--- src/rtl/can_tx_mailbox.sv ---
// Multi-slot CAN transmit mailbox: nibble-loaded buffers, lowest-ID scheduler, req/ack/done engine handshake.
// Latency: commit to tx_req 2 cycles, done to next tx_req 2 cycles; a presented frame waits in REQ until tx_ack.
// Optional retry limit with tx_abort when CAN_TX_RETRY_LIMIT_EN is defined.
module can_tx_mailbox #(
    parameter int NIB_W      = 4,
    parameter int DATA_BYTES = 8,
    parameter int SLOTS      = 2,
    parameter int ID_W       = 11,
    parameter int RETRY_MAX  = 16,
    localparam int DATA_W    = DATA_BYTES * 8,
    localparam int NIBS      = DATA_W / NIB_W,
    localparam int SLOT_W    = (SLOTS > 1) ? $clog2(SLOTS) : 1,
    localparam int IDX_W     = (NIBS > 1) ? $clog2(NIBS) : 1
) (
    input  logic              CLOCK_SIGNAL_IN,
    input  logic              RESET_N,
    input  logic              load_en,
    input  logic [SLOT_W-1:0] load_slot,
    input  logic [IDX_W-1:0]  load_idx,
    input  logic [NIB_W-1:0]  load_nibble,
    input  logic              commit,
    input  logic [ID_W-1:0]   commit_id,
    input  logic [3:0]        commit_dlc,
    output logic              load_err,
    output logic [SLOTS-1:0]  slot_pending,
    output logic              tx_req,
    input  logic              tx_ack,
    input  logic              tx_done,
    input  logic              tx_err,
    output logic [ID_W-1:0]   tx_id,
    output logic [3:0]        tx_dlc,
    output logic [DATA_W-1:0] tx_data,
    output logic              tx_abort
);

    typedef enum logic [1:0] {
        IDLE   = 2'd0,
        REQ    = 2'd1,
        ACTIVE = 2'd2
    } state_t;

    localparam logic [3:0] DLC_MAX = (DATA_BYTES > 15) ? 4'd15 : 4'(DATA_BYTES);

    state_t            state_q, state_d;
    logic [DATA_W-1:0] data_q [SLOTS];
    logic [DATA_W-1:0] data_d [SLOTS];
    logic [ID_W-1:0]   id_q   [SLOTS];
    logic [ID_W-1:0]   id_d   [SLOTS];
    logic [3:0]        dlc_q  [SLOTS];
    logic [3:0]        dlc_d  [SLOTS];
    logic [SLOTS-1:0]  pend_q, pend_d;
    logic [SLOT_W-1:0] cur_q, cur_d;
    logic              tx_req_q, tx_req_d;
    logic [ID_W-1:0]   tx_id_q, tx_id_d;
    logic [3:0]        tx_dlc_q, tx_dlc_d;
    logic [DATA_W-1:0] tx_data_q, tx_data_d;
    logic              load_err_q, load_err_d;

    logic              any_pend;
    logic [SLOT_W-1:0] sel_idx;
    logic [ID_W-1:0]   sel_id;
    logic              slot_busy;
    logic              idx_ok;
    logic              wr_ok;
    logic              cm_ok;
    logic              err_evt;
    logic              done_evt;
    logic              limit_hit;
    logic              clr_cur;
    logic [3:0]        dlc_clamped;

    // Strict '<' while scanning upward keeps the lowest slot index on equal IDs.
    always_comb begin
        any_pend = 1'b0;
        sel_idx  = '0;
        sel_id   = '0;
        for (int s = 0; s < SLOTS; s++) begin
            if (pend_q[s] && (!any_pend || (id_q[s] < sel_id))) begin
                any_pend = 1'b1;
                sel_idx  = SLOT_W'(s);
                sel_id   = id_q[s];
            end
        end
    end

    // Out-of-range slot numbers (non power-of-two SLOTS) count as busy.
    always_comb begin
        slot_busy = 1'b1;
        for (int s = 0; s < SLOTS; s++) begin
            if (load_slot == SLOT_W'(s)) begin
                slot_busy = pend_q[s];
            end
        end
    end

    assign idx_ok      = (int'(load_idx) < NIBS);
    assign wr_ok       = load_en & ~slot_busy & idx_ok;
    assign cm_ok       = commit & ~slot_busy;
    assign dlc_clamped = (commit_dlc > DLC_MAX) ? DLC_MAX : commit_dlc;

    always_comb begin
        state_d   = state_q;
        cur_d     = cur_q;
        tx_req_d  = tx_req_q;
        tx_id_d   = tx_id_q;
        tx_dlc_d  = tx_dlc_q;
        tx_data_d = tx_data_q;
        err_evt   = 1'b0;
        done_evt  = 1'b0;
        case (state_q)
            IDLE: begin
                if (any_pend) begin
                    cur_d     = sel_idx;
                    tx_id_d   = sel_id;
                    tx_dlc_d  = dlc_q[sel_idx];
                    tx_data_d = data_q[sel_idx];
                    tx_req_d  = 1'b1;
                    state_d   = REQ;
                end
            end
            REQ: begin
                if (tx_err) begin
                    tx_req_d = 1'b0;
                    err_evt  = 1'b1;
                    state_d  = IDLE;
                end else if (tx_ack) begin
                    tx_req_d = 1'b0;
                    state_d  = ACTIVE;
                end
            end
            ACTIVE: begin
                if (tx_err) begin
                    err_evt = 1'b1;
                    state_d = IDLE;
                end else if (tx_done) begin
                    done_evt = 1'b1;
                    state_d  = IDLE;
                end
            end
            default: begin
                tx_req_d = 1'b0;
                state_d  = IDLE;
            end
        endcase
    end

    assign clr_cur = done_evt | limit_hit;

    // The slot being cleared is pending, so it never collides with a host write.
    always_comb begin
        data_d     = data_q;
        id_d       = id_q;
        dlc_d      = dlc_q;
        pend_d     = pend_q;
        load_err_d = (load_en & ~wr_ok) | (commit & ~cm_ok);
        if (wr_ok) begin
            data_d[load_slot][int'(load_idx) * NIB_W +: NIB_W] = load_nibble;
        end
        if (cm_ok) begin
            id_d[load_slot]   = commit_id;
            dlc_d[load_slot]  = dlc_clamped;
            pend_d[load_slot] = 1'b1;
        end
        if (clr_cur) begin
            data_d[cur_q] = '0;
            id_d[cur_q]   = '0;
            dlc_d[cur_q]  = '0;
            pend_d[cur_q] = 1'b0;
        end
    end

    always_ff @(posedge CLOCK_SIGNAL_IN or negedge RESET_N) begin
        if (!RESET_N) begin
            state_q    <= IDLE;
            for (int s = 0; s < SLOTS; s++) begin
                data_q[s] <= '0;
                id_q[s]   <= '0;
                dlc_q[s]  <= '0;
            end
            pend_q     <= '0;
            cur_q      <= '0;
            tx_req_q   <= 1'b0;
            tx_id_q    <= '0;
            tx_dlc_q   <= '0;
            tx_data_q  <= '0;
            load_err_q <= 1'b0;
        end else begin
            state_q    <= state_d;
            data_q     <= data_d;
            id_q       <= id_d;
            dlc_q      <= dlc_d;
            pend_q     <= pend_d;
            cur_q      <= cur_d;
            tx_req_q   <= tx_req_d;
            tx_id_q    <= tx_id_d;
            tx_dlc_q   <= tx_dlc_d;
            tx_data_q  <= tx_data_d;
            load_err_q <= load_err_d;
        end
    end

`ifdef CAN_TX_RETRY_LIMIT_EN
    localparam int CNT_W = $clog2(RETRY_MAX + 1);

    logic [CNT_W-1:0] retry_q [SLOTS];
    logic [CNT_W-1:0] retry_d [SLOTS];
    logic             abort_q, abort_d;

    always_comb begin
        retry_d   = retry_q;
        limit_hit = 1'b0;
        if (err_evt) begin
            if (retry_q[cur_q] == CNT_W'(RETRY_MAX - 1)) begin
                limit_hit      = 1'b1;
                retry_d[cur_q] = '0;
            end else begin
                retry_d[cur_q] = retry_q[cur_q] + 1'b1;
            end
        end else if (done_evt) begin
            retry_d[cur_q] = '0;
        end
        abort_d = limit_hit;
    end

    always_ff @(posedge CLOCK_SIGNAL_IN or negedge RESET_N) begin
        if (!RESET_N) begin
            for (int s = 0; s < SLOTS; s++) begin
                retry_q[s] <= '0;
            end
            abort_q <= 1'b0;
        end else begin
            retry_q <= retry_d;
            abort_q <= abort_d;
        end
    end

    assign tx_abort = abort_q;
`else
    assign limit_hit = 1'b0;
    assign tx_abort  = 1'b0;
`endif

    assign load_err     = load_err_q;
    assign slot_pending = pend_q;
    assign tx_req       = tx_req_q;
    assign tx_id        = tx_id_q;
    assign tx_dlc       = tx_dlc_q;
    assign tx_data      = tx_data_q;

endmodule

--- config.mk ---
export PLATFORM = sky130hd
export DESIGN_NAME = can_tx_mailbox
export DESIGN_NICKNAME = d
export VERILOG_FILES = /design/src/rtl/can_tx_mailbox.sv
export SDC_FILE = /design/constraint.sdc
export NUM_CORES = 1
export LEC_CHECK = 0
export ABC_CLOCK_PERIOD_IN_PS = 2700
export CORE_MARGIN = 2
export CORE_UTILIZATION = 50
export CTS_CLUSTER_SIZE = 30
export DETAILED_ROUTE_END_ITERATION = 8
export PLACE_DENSITY = 0.74
export SYNTH_ARGS = -nofsm -noshare
export SYNTH_HDL_FRONTEND = slang
export SYNTH_SLANG_ARGS = --single-unit
--- constraint.sdc ---
create_clock -name CLOCK_SIGNAL_IN -period 2.7 [get_ports CLOCK_SIGNAL_IN]
set_input_delay 0.54 -clock CLOCK_SIGNAL_IN [delete_from_list [all_inputs] [get_ports CLOCK_SIGNAL_IN]]
set_output_delay 0.54 -clock CLOCK_SIGNAL_IN [all_outputs]
set_load 0.01 [all_outputs]
Word-level counts from Yosys, hierarchy flattened
Cells that the tools add are included.
W data, S select, Z words.
- add/sub/neg operators: 1
- order comparisons: 11
- equality and inequality tests: 5
- shift-type cells: 2
- mux-type cells: 53
- bitwise operators: 21
- reduce and logical (&&, ||, !) cells: 11
- operators by type and width (operator ; number):
    $mux W64 ; 5
    $mux W128 ; 2
    $and A128 B128 Y128 ; 1
    $bwmux W128 ; 1
    $demux W64 S1 ; 2
    $not A128 Y128 ; 1
    $shift A4 B33 Y64 const A ; 1
    $shiftx A4 B33 Y64 ; 1
    $mux W11 ; 4
    $mux W22 ; 2
    $neg A6 Y33 ; 1
    $mux W4 ; 6
    $and A22 B22 Y22 ; 1
    $bwmux W22 ; 1
    $demux W11 S1 ; 2
    $not A22 Y22 ; 1
    $mux W8 ; 2
    $mux W2 ; 7
    $mux W1 ; 12
    $lt A11 B11 Y1 ; 1
    $and A8 B8 Y8 ; 1
    $bwmux W8 ; 1
    $demux W4 S1 ; 2
    $not A8 Y8 ; 1
    other kinds (25) ; 45
- register bits after elaboration: 244
- bits of input ports: 31
- word-level logic and storage cells: 118

Longest topological paths before layout
- depth after elaboration: 9
- depth in mapped cells: 12
- mapped depth without buffers: 7

Least setup slack after synthesis
OpenSTA, ideal clock, no wires.
- path kind: register -> register
- from: reg pend_q[0] (netlist: slot_pending[0])
- to: reg tx_id_q[0] (netlist: tx_id[0])
- library setup time: 126 ps
- data arrival time: 2757 ps
- required time: 2574 ps
- slack: -183 ps
- stages on the path, launching flop included: 11
- path buffers: 3
- cells stage by stage: dfrtp_1 > buf_4 > clkbuf_1 > nand2_1 > ha_1 > nand4_1 > nor3_1 > or4_1 > o311a_1 > clkbuf_1 > a221o_1
- cells in the longest elaborated chain, start to end: 6
- elaborated cells on any way between the ends: 9
- RTL lines (item ; line ; source):
    from (decl) ; 51 ; logic [SLOTS-1:0] pend_q, pend_d;
    from (signal assigned) ; 192 ; pend_q <= pend_d;
    $mux W11 / $mux W1 (equally long branches) ; 78 ; if (pend_q[s] && (!any_pend || (id_q[s] < sel_id))) begin
    $lt A11 B11 Y1 / $logic_not A1 Y1 (equally long branches) ; 78 ;
    $logic_or A1 B1 Y1 ; 78 ;
    $logic_and A1 B1 Y1 ; 78 ;
    $mux W1 ; 78 ;
    $reduce_and A2 Y1 (no source line) ; n/a ;
    to (signal assigned) ; 195 ; tx_id_q <= tx_id_d;
    to (decl) ; 54 ; logic [ID_W-1:0] tx_id_q, tx_id_d;
Several ways; a longest one is shown, not always the timed one.
A chain may end at the register's enable or synchronous reset.

Worst setup path in the final report
- from: reg pend_q[0] (netlist: slot_pending[0])
- to: reg tx_id_q[1] (netlist: tx_id[1])
Same word-level chain as after synthesis.

==> metrics.yaml <==
cts_tree: "yes"
cts_buffers: 26
rsz0062_at_grt: "false"
grt_max_degree: 81
power_w: 0.0160
ys_ff_latch: 244
yosysTopAreaCellShare: 0.525
synth-seq-area-share: 0.525
async_flop_share: 1.00
syn_area_per_cell_sq_um: 9.54
grt_pass1_vias: 9982
required_ns: 3.10
yosys-top-cells-area: "dfrtp_1, mux2i_1, nor2_1, o31ai_1, nand2_1"
max_freq_mhz: 385
netlist_area_sq_um: 11600
vdd_drop_max_uv: 768
cts.clk_slew.worst_paths_ns: 0.06
pwr-share-seq: 0.323
wl_mm: 33.2
clkPwrFrac: 0.238
drc: 0
skew_ns: 0.0233
initialDrtViolationCount: 848
end_kind: "flip-flop"
synth-edff-count: 0
power.internal_w: 0.00975
syn2layout_area_growth_pct: 25.3
htree_levels: 1
first_pass_iters: 7
gr-usage-all-layers: 0.272
syn-instance-count: 1219
fp-row-count: 55
worst_pin_slew_ns: 0.635
cts.sinks: 244
min_period_over_period: 0.963
vias: 10100
die_area_sq_um: 24500
synth_top_area_cell: "dfrtp_1"
synth_common_cells: "dfrtp_1, nor2_1, nand2_1"
ant_nets: 0
timing.final.hold_violations: 0
io_buffers: 113
cts_root_buf: "clkbuf_16"
io_pins: 115
crit_path_start_kind: "flip-flop"
start_util: 0.512
relSlewSlack: 0.575
min-delay-start: "data_q[102]"
wl_per_cell_microns: 20.2
synthFlopType: "dfrtp_1"
p_leak_nw: 7.20
yosysWarnings: 0
switching_power_w: 0.00623
die_w_microns: 157
tns_ns: 0
maxSlewViolCount: 0
path_class: "flip-flop to flip-flop"
combPwrFrac: 0.439
hold_path.class: "flip-flop to flip-flop"
setup-violations-final: 0
powerDensity_nw_per_um2: 1100
die_h_microns: 157
grt.overflow.total: 0
core_sq_um: 22700
synth.distinct_cells: 42
avgViaCountPerCell: 6.13
maxCapViolations: 0
r2r_start: "slot_pending[0]"
final_nets: 1380
insertion_delay_ns: 0.53
switching_share: 0.390
place_hpwl_mm: 20.9
status: "completed"
antenna_found_initial: 0
critPathArrivalTime_ns: 3.00
synth_nets: 1262
post-route-min-period_ns: 2.60
grt_pass1_wl_mm: 53.5
finalWeightedCongestion: 0.943
diodes: 0
cts_buffer_depth: 3
synth_most_common_cell: "dfrtp_1"
cp_max_fo: 11
drive_gt1_frac: 0.106
worstSetupStartpoint: "slot_pending[0]"
cell usage in the layout, fill, tap and decap left out, drive strengths merged, types with 12 or more instances in the layout:
master	netlist	layout
nand3	43	43
nand2	130	130
nand4	72	72
o31ai	69	69
clkbuf	89	42
a31oi	68	68
and3	24	24
ha	12	12
dfrtp	244	244
nor2	191	191
buf	20	85
mux2i	99	99
clkdlybuf4s50	0	112
a21oi	66	66
and2	31	31
metal layers:
| metal | global-route usage | vias up | routed length (microns) |
|---|---|---|---|
| li1 | - | 4591 | - |
| met1 | 0.377 | 4919 | 14100 |
| met2 | 0.434 | 473 | 15600 |
| met3 | 0.0446 | 81 | 2420 |
| met4 | 0.0957 | 0 | 1000 |
| met5 | 0 | - | 0 |
state kept, by name (all words and copies together) (netlist names):
signal / cells
tx_id: 11
state_q: 2
slot_pending: 2
dlc_q: 8
cur_q: 1
tx_req: 1
load_err: 1
tx_data: 64
tx_dlc: 4
id_q: 22
data_q: 128
layout make-up:
type                            count  area (sq um)
Clock inverter                      6           105
Fill cell                        1824          8140
Tap cell                          285           357
Sequential cell                   244          6110
Timing Repair Buffer              199          2020
Inverter                            8          30.0
Clock buffer                       41           818
Multi-Input combinational cell    858          5130
worst paths after layout:
check | end | slack [ns] | depth (start not counted)
max in group asynchronous | data_q[118] | 1.33 | 3
setup reg to reg | tx_id[1] | 0.10 | 7
setup / recovery | tx_id[1] | 0.10 | 7
min in group asynchronous | data_q[89] | 0.59 | 2
hold reg to reg | data_q[102] | 0.52 | 2
hold / removal | data_q[102] | 0.52 | 2
worst max-delay path, stage by stage, from the launching register on:
cell     delay, ns
dfrtp_2       0.45
nand2_1       0.08
ha_1          0.30
nand4_1       0.18
nor3_1        0.10
or4_1         0.50
o311a_1       0.50
a221o_1       0.37
metrics by stage:
stage,utilization,hold WS (ns),cell area [sq um],cells,setup slack [ns]
2_1_floorplan,-,0.244,11600,1219,0.00454
5_1_grt,0.642,0.538,14600,1641,0.00429
3_3_place_gp,0.598,0.504,13600,1589,-0.0874
3_5_place_dp,0.598,0.512,13600,1589,-0.0945
6_report,0.642,0.522,14600,1641,0.101
4_1_cts,0.639,0.524,14500,1637,0.0278
cells by family (layout without fill, tap and decap cells):
family | count (synthesis) | in the layout | share of synthesized area
AND/OR/NAND/NOR | 518 | 518 | 0.206
other | 1 | 1 | 0.000322
XOR/XNOR | 2 | 2 | 0.00151
multiplexers | 99 | 99 | 0.0852
flip-flops | 244 | 244 | 0.525
buffers and inverters | 117 | 254 | 0.0402
adder cells (fa/ha/maj) | 12 | 12 | 0.0129
AO/OA/AOI/OAI | 226 | 226 | 0.129
power by group through the flow:
stage / combinational, W / sequential [W] / clock [W]
after floorplan: 0.00344 / 0.00529 / 0
after global placement: 0.00658 / 0.00520 / 0
after detailed placement: 0.00670 / 0.00522 / 0
after CTS: 0.00675 / 0.00517 / 0.00386
after global routing: 0.00750 / 0.00527 / 0.00398
final: 0.00701 / 0.00517 / 0.00380
repair_timing:
action / in CTS / in global routing
hold endpoints to repair: 30 / 0
endpoints found under the setup margin: 0 / 69
setup buffers: 0 / 3
hold buffers: 1 / 0
resized for setup: 0 / 2
Power figures use the tool's default switching activity.
